**src/rtl/cur_sel_ctrl.sv**
```systemverilog
// cur_sel_ctrl: current-DAC code sweep sequencer with per-code dwell, abort and async reset.
// Define CUR_SEL_TRIANGLE_EN to sweep back down to the start code after reaching the end code.
module cur_sel_ctrl #(
  parameter int DWELL_W = 8
) (
  input  logic               clk,
  input  logic               reset,
  input  logic               start,
  input  logic               abort,
  input  logic [3:0]         code_start,
  input  logic [3:0]         code_end,
  input  logic [DWELL_W-1:0] dwell,
  output logic [3:0]         code,
  output logic               dac_en,
  output logic               busy,
  output logic               step_pulse,
  output logic               done
);
`ifdef CUR_SEL_TRIANGLE_EN
  typedef enum logic [1:0] {S_IDLE, S_DWELL, S_DONE, S_RETURN} state_t;
`else
  typedef enum logic [1:0] {S_IDLE, S_DWELL, S_DONE} state_t;
`endif
  state_t state_q, state_d;
  logic [3:0] code_q, code_d, end_q, end_d;
  logic [DWELL_W-1:0] cnt_q, cnt_d, dwell_q, dwell_d;
  logic up_q, up_d, step_q, step_d, run_q, run_d, done_q, done_d, fwd, expire;
`ifdef CUR_SEL_TRIANGLE_EN
  logic [3:0] start_q, start_d;
`endif
  assign expire     = cnt_q == '0;
  assign code       = code_q;
  assign dac_en     = run_q;
  assign busy       = run_q;
  assign step_pulse = step_q;
  assign done       = done_q;
  always_ff @(posedge clk or posedge reset) begin
    if (reset) begin
      state_q <= S_IDLE;
      code_q  <= '0;
      end_q   <= '0;
      cnt_q   <= '0;
      dwell_q <= '0;
      up_q    <= 1'b0;
      step_q  <= 1'b0;
      run_q   <= 1'b0;
      done_q  <= 1'b0;
`ifdef CUR_SEL_TRIANGLE_EN
      start_q <= '0;
`endif
    end else begin
      state_q <= state_d;
      code_q  <= code_d;
      end_q   <= end_d;
      cnt_q   <= cnt_d;
      dwell_q <= dwell_d;
      up_q    <= up_d;
      step_q  <= step_d;
      run_q   <= run_d;
      done_q  <= done_d;
`ifdef CUR_SEL_TRIANGLE_EN
      start_q <= start_d;
`endif
    end
  end
  always_comb begin
    state_d = state_q;
    case (state_q)
      S_IDLE:   if (start && !abort) state_d = S_DWELL;
      S_DWELL:
        if (abort) state_d = S_IDLE;
        else if (expire && code_q == end_q)
`ifdef CUR_SEL_TRIANGLE_EN
          state_d = (start_q != end_q) ? S_RETURN : S_DONE;
`else
          state_d = S_DONE;
`endif
`ifdef CUR_SEL_TRIANGLE_EN
      S_RETURN:
        if (abort) state_d = S_IDLE;
        else if (expire && code_q == start_q) state_d = S_DONE;
`endif
      default:  state_d = S_IDLE;
    endcase
  end
  // Entering RETURN steps immediately so the peak code is not held twice.
  always_comb begin
    run_d = state_d == S_DWELL;
    fwd   = up_q;
`ifdef CUR_SEL_TRIANGLE_EN
    run_d   = run_d || state_d == S_RETURN;
    fwd     = (state_d == S_DWELL) ? up_q : !up_q;
    start_d = (state_q == S_IDLE && run_d) ? code_start : start_q;
`endif
    code_d  = code_q;
    cnt_d   = cnt_q;
    end_d   = end_q;
    dwell_d = dwell_q;
    up_d    = up_q;
    step_d  = 1'b0;
    done_d  = state_d == S_DONE;
    if (state_q == S_IDLE && run_d) begin
      code_d  = code_start;
      end_d   = code_end;
      dwell_d = dwell;
      cnt_d   = dwell;
      up_d    = code_end >= code_start;
    end else if (run_d && expire) begin
      code_d = fwd ? code_q + 4'd1 : code_q - 4'd1;
      cnt_d  = dwell_q;
      step_d = 1'b1;
    end else if (run_d) begin
      cnt_d = cnt_q - 1'b1;
    end else begin
      code_d = '0;
      cnt_d  = '0;
    end
  end
endmodule

```
**config.mk**
```make
export PLATFORM = sky130hd
export DESIGN_NAME = cur_sel_ctrl
export DESIGN_NICKNAME = d
export VERILOG_FILES = /design/src/rtl/cur_sel_ctrl.sv
export SDC_FILE = /design/constraint.sdc
export NUM_CORES = 1
export LEC_CHECK = 0
export BUFFER_PORTS_ARGS = -buffer_cell sky130_fd_sc_hd__buf_2
export CORE_ASPECT_RATIO = 0.5
export CORE_UTILIZATION = 50
export CTS_CLUSTER_DIAMETER = 30
export CTS_CLUSTER_SIZE = 10
export DETAILED_ROUTE_END_ITERATION = 16
export PLACE_DENSITY = 0.73
export SETUP_SLACK_MARGIN = 0.3
export SYNTH_ARGS = -nofsm -noshare
export SYNTH_HDL_FRONTEND = slang
export SYNTH_SLANG_ARGS = --single-unit
```
**constraint.sdc**
```tcl
create_clock -name clk -period 4.4 [get_ports clk]
set_clock_uncertainty 0.15 [all_clocks]
set_input_delay 0.22 -clock clk [delete_from_list [all_inputs] [get_ports clk]]
set_output_delay 0.22 -clock clk [all_outputs]
set_load 0.005 [all_outputs]
```
Word-level counts from Yosys, hierarchy flattened
Cells that the tools add are included.
{"block": "word_totals", "regBits": 30, "in_bits": 20, "out_inout_bits": 8, "elab_cells": 38}
{"block": "classes", "add_sub_neg": 3, "order_cmp": 1, "eq_ne": 5, "n_mux": 13, "reduce_logical": 7}
{"operator": "$mux 8", "count": 3}
{"operator": "$mux 4", "count": 4}
{"operator": "$logic_not 8->1", "count": 1}
{"operator": "$sub 8x1->8 const B", "count": 1}
{"operator": "$mux 2", "count": 3}
{"operator": "$add 4x1->4 const B", "count": 1}
{"operator": "$eq 2x1->1 const B", "count": 2}
{"operator": "$eq 4x4->1", "count": 1}
{"operator": "$ge 4x4->1", "count": 1}
{"operator": "$logic_and 1x1->1", "count": 4}
{"operator": "$pmux 2 s2", "count": 1}
{"operator": "$sub 4x1->4 const B", "count": 1}
{"operator": "$ne 3x1->1 const B", "count": 1}
{"operator": "$eq 2x2->1 const B", "count": 1}
{"operator": "$logic_not 2->1", "count": 1}
{"operator": "$mux 1", "count": 2}
{"operator": "$logic_not 1->1", "count": 1}

Longest topological paths before layout
{"block": "logic_depth", "depth_word": 9, "ltp_mapped": 8, "ltp_nobuf": 7}

Worst setup path after synthesis
Ideal clock, no wire load.
{"block": "synth_timing", "path_type": "reg2reg", "from": "register cnt_q[0]", "to": "register code_q[3] (netlist: code[3])", "setup_ns": 0.086, "arrival_time_ns": 1.799, "t_required_ns": 4.164, "path_slack_ns": 2.364, "stages_incl_launch_ff": 8, "path_buffers": 0, "period_less_slack_ns": 2.036, "cell_sequence": "dfrtp_1 > inv_1 > ha_1 > or3b_4 > nor3_4 > nor3b_2 > or3b_1 > o221ai_2"}
{"block": "synth_between", "elab_chain_len": 9, "elab_cells_between_ends": 11, "classes_between": "eq/ne (2); mux (5); reduce/logical (4)"}
{"item": "start, declared", "line": "26", "text": "logic [DWELL_W-1:0] cnt_q, cnt_d, dwell_q, dwell_d;"}
{"item": "start signal, assigned", "line": "55", "text": "cnt_q <= cnt_d;"}
{"item": "$logic_not 8->1 *", "line": "31", "text": "assign expire = cnt_q == '0;"}
{"item": "$logic_and 1x1->1", "line": "72", "text": "else if (expire && code_q == end_q)"}
{"item": "$mux 2", "line": "72"}
{"item": "$mux 2", "line": "71", "text": "if (abort) state_d = S_IDLE;"}
{"item": "$pmux 2 s2", "line": "68", "text": "case (state_q)"}
{"item": "$eq 2x1->1", "line": "88", "text": "run_d = state_d == S_DWELL;"}
{"item": "$logic_and 1x1->1", "line": "108", "text": "end else if (run_d && expire) begin"}
{"item": "$mux 4", "line": "108"}
{"item": "$mux 4", "line": "102", "text": "if (state_q == S_IDLE && run_d) begin"}
{"item": "end signal, assigned", "line": "53", "text": "code_q <= code_d;"}
{"item": "end, declared", "line": "25", "text": "logic [3:0] code_q, code_d, end_q, end_d;"}
Every way passes the cells marked *; elsewhere a longest branch is shown, timed or not.
A chain may end at the register's enable or synchronous reset.

Final worst setup path
Same ends and word-level chain as after synthesis.

==> results.md <==
* CP endpoint kind: flip-flop
* Io pins at 28
* Grt ovf at 0
* NumNets Final at about 230
* Syn_nets at roughly 190
* Layout filler cell count at between 200 and 250
* Total clock sinks at 30
* Die Area at roughly 0.0033 mm^2
* Crit path DAT at around 2800 ps
* Cell Area, Synth at roughly 0.0015 mm^2
* Layout area overhead at 19.67%
* # setup viols final at 0
* DR pass1 iterations at 4
* Cells after synthesis at 160
* Final RePlAce weighted congestion at just under 0.8
* Die width at between 80 and 90 um
* Max incr delay on CP at 700 ps
* Post-DP HPWL at roughly 2.2 mm
* CTS tree: done
* DRT Wirelength at between 3 and 4 mm
* Final Max Tran Viols at 0
* Finished Layout Cells at about 230
* Initial antenna violation count at 0
* Reg clk slew, reported paths at roughly 60 ps
* Core ar. at around 0.0027 mm^2
* Worst VDD drop at between 0.00015 and 0.0002 V
* Worst path cell trace: inv_1 > ha_1 > or3b_4 > nor3_4 > nor3b_2 > or3b_1 > o221ai_2
* MaxCap Viol Count at 0
* Hold Crit Class: in2reg
* Final Cycle Share at 0.6183
* Data required, critical path at between 4000 and 5000 ps
* Syn avg cell area at 9.540 um^2
* Chip height at slightly above 40 um
* Inserted Clock Buffers at 5
* Leak at 0.9371 nW
* Synth top area share at 0.4918
* IO buf count at 27
* Htree depth at 2
* Synth Register Bits at 30
* Vias post-DR at ~1200
* Starting Density at 0.5553
* Post-synth top area cell: dfrtp_1
* Synthesis Warnings at 0
* Worst slew margin at 0.4646
* Placed instance count at ~220
* Synth area leaders: dfrtp_1, nand2_1, ha_1, xnor2_1, xor2_1
* Initial DRC count at 53
* Fin crit period at 2720 ps
* Ant. Diodes at 0
* Netlist cell types at 36
* Status: complete, no violations
* Vias in the first global route at approximately 1000
* Reg-to-reg slack, setup at around 1700 ps
* Worst Max-Slew Pin Slew at 799.6 ps
* Gr usage total at 0.2132
* DRC viols at 0
* WL/cell at roughly 13 um
* Clock Tree Buf Depth at 2
* Skew-Pair Late Insertion Delay at 280 ps
* Fraction of layout cells with a size suffix above 1 at 0.2183
* ANT nets after route at 0
* Power Density at between 400 and 500 mW/mm^2
* First-pass GRT wire length at about 4.8 mm
* Via density at around 5.1
* Root Buffer: clkbuf_8
* Post-synthesis sequential area ratio at 0.4918
* Peak Freq at roughly 370 MHz
* RSZ-0062 raised after global routing: false
* Critical path's slowest cell: nor3b_2
* Row count at 13
* Setup tns final at 0 ps
* Element type at the critical path start: flip-flop
* Kind of critical path: reg2reg
* Critical path peak fanout at 11
* Hold Fails Final Rpt at 0
* Largest net degree at the start of global routing at 31
-- cells in the final DEF (no fill, tap or decap), types with 3 or more instances in the layout --
| cell type | instances |
|---|---|
| a21oi_1 | 4 |
| a22oi_1 | 5 |
| buf_2 | 27 |
| clkbuf_8 | 5 |
| dfrtp_1 | 30 |
| dlygate4sd3_1 | 5 |
| ha_1 | 7 |
| inv_1 | 11 |
| nand2_1 | 45 |
| nor2_1 | 8 |
| nor3_1 | 3 |
| o211ai_1 | 4 |
| o21ai_0 | 3 |
| o21ai_1 | 3 |
| xnor2_1 | 5 |
| xor2_1 | 5 |
-- what timing repair did --
item | 4_1_cts | 5_1_grt
hold endpoints to repair | 34 | 0
setup endpoints to repair | 0 | 0
hold buffers | 5 | 0
setup buffers | 0 | 0
gates resized for setup | 0 | 0
-- layout make-up --
| type | count | area [um^2] | area share |
|---|---|---|---|
| repair buffers | 34 | 200.2 | 0.1096 |
| inverters | 12 | 45.04 | 0.02466 |
| flip-flops and latches | 30 | 750.7 | 0.4110 |
| clock buffers | 7 | 76.32 | 0.04178 |
| multi-input cells | 114 | 708.2 | 0.3877 |
| well taps | 37 | 46.29 | 0.02534 |
-- logic make-up (layout without fill, tap and decap cells) --
| logic type | Yosys count | count (layout) | share of synthesized area |
|---|---|---|---|
| flops | 30 | 30 | 0.4918 |
| simple gates | 72 | 72 | 0.2287 |
| compound gates | 24 | 24 | 0.1074 |
| buf+inv | 16 | 53 | 0.04426 |
| xor+xnor | 10 | 10 | 0.05737 |
| fa+ha+maj | 8 | 8 | 0.07049 |
-- layer usage --
metal / up-vias / global-route usage / wire length [um]
li1: 609 / - / -
met1: 560 / 0.2639 / 1497
met2: 20 / 0.3462 / 1393
met3: 5 / 0.08000 / 141
met4: 0 / 0.09375 / 45
met5: - / 0 / 0
-- registers in the layout, summed over array words and instances (netlist names) --
register	flops
code	4
state_q	2
done	1
cnt_q	8
fwd	1
dwell_q	8
step_pulse	1
busy	1
end_q	4
-- critical path: cells and delay by family (launching register included) --
family / cells / cell delay (ps)
AND/OR/NAND/NOR: 4 / 1770
flip-flops: 1 / 370
adder cells (fa/ha/maj): 1 / 190
buffers and inverters: 1 / 90
AO/OA/AOI/OAI: 1 / 60
-- power breakdown --
group	total, mW	internal [mW]	switching (mW)
registers	0.376	0.332	0.0439
logic	0.268	0.125	0.143
clock network	0.206	0.109	0.0972
total	0.850	0.566	0.284
-- synth_stat cells, drive strengths merged --
| cell type | number |
|---|---|
| or3b | 2 |
| nand2b | 2 |
| nor3b | 1 |
| or3 | 2 |
| a211oi | 1 |
| nor4b | 2 |
| dfrtp | 30 |
| nor2 | 8 |
| xnor2 | 5 |
| o21ai | 6 |
| ha | 7 |
| nor4 | 1 |
| a21o | 1 |
| clkbuf | 2 |
| a22oi | 5 |
| xor2 | 5 |
| nand3b | 1 |
| or2 | 1 |
| fa | 1 |
| nand3 | 2 |
| inv | 12 |
| o221ai | 1 |
| o211ai | 4 |
| nand2 | 45 |
| o21a | 1 |
| nor3 | 4 |
| buf | 2 |
| nor2b | 1 |
| a21oi | 5 |
-- through the flow --
| stage | utilization | hold slack (ps) | cell area (um^2) | setup WS [ps] | total power, mW |
|---|---|---|---|---|---|
| floorplan | - | 160.8 | 1526 | 2364 | 0.5765 |
| global placement | 0.6186 | 160.0 | 1700 | 1816 | 0.6348 |
| detailed placement | 0.6186 | 165.1 | 1700 | 1686 | 0.6437 |
| CTS | 0.6645 | 2.358 | 1827 | 1678 | 0.8565 |
| global route | 0.6645 | 15.58 | 1827 | 1505 | 0.9091 |
| finish | 0.6645 | 6.252 | 1827 | 1680 | 0.8499 |
-- final timing paths --
| kind | end | startpoint | cells after the start |
|---|---|---|---|
| worst min register to register | dwell_q[7] | dwell_q[7] | 2 |
| worst min-delay path | end_q[3] | code_end[3] | 3 |
| worst max-delay path | code[3] | cnt_q[0] | 7 |
| max in group asynchronous | cnt_q[1] | reset | 4 |
| worst max register to register | code[3] | cnt_q[0] | 7 |
| min in group asynchronous | code[1] | reset | 4 |
Power figures use the tool's default switching activity.
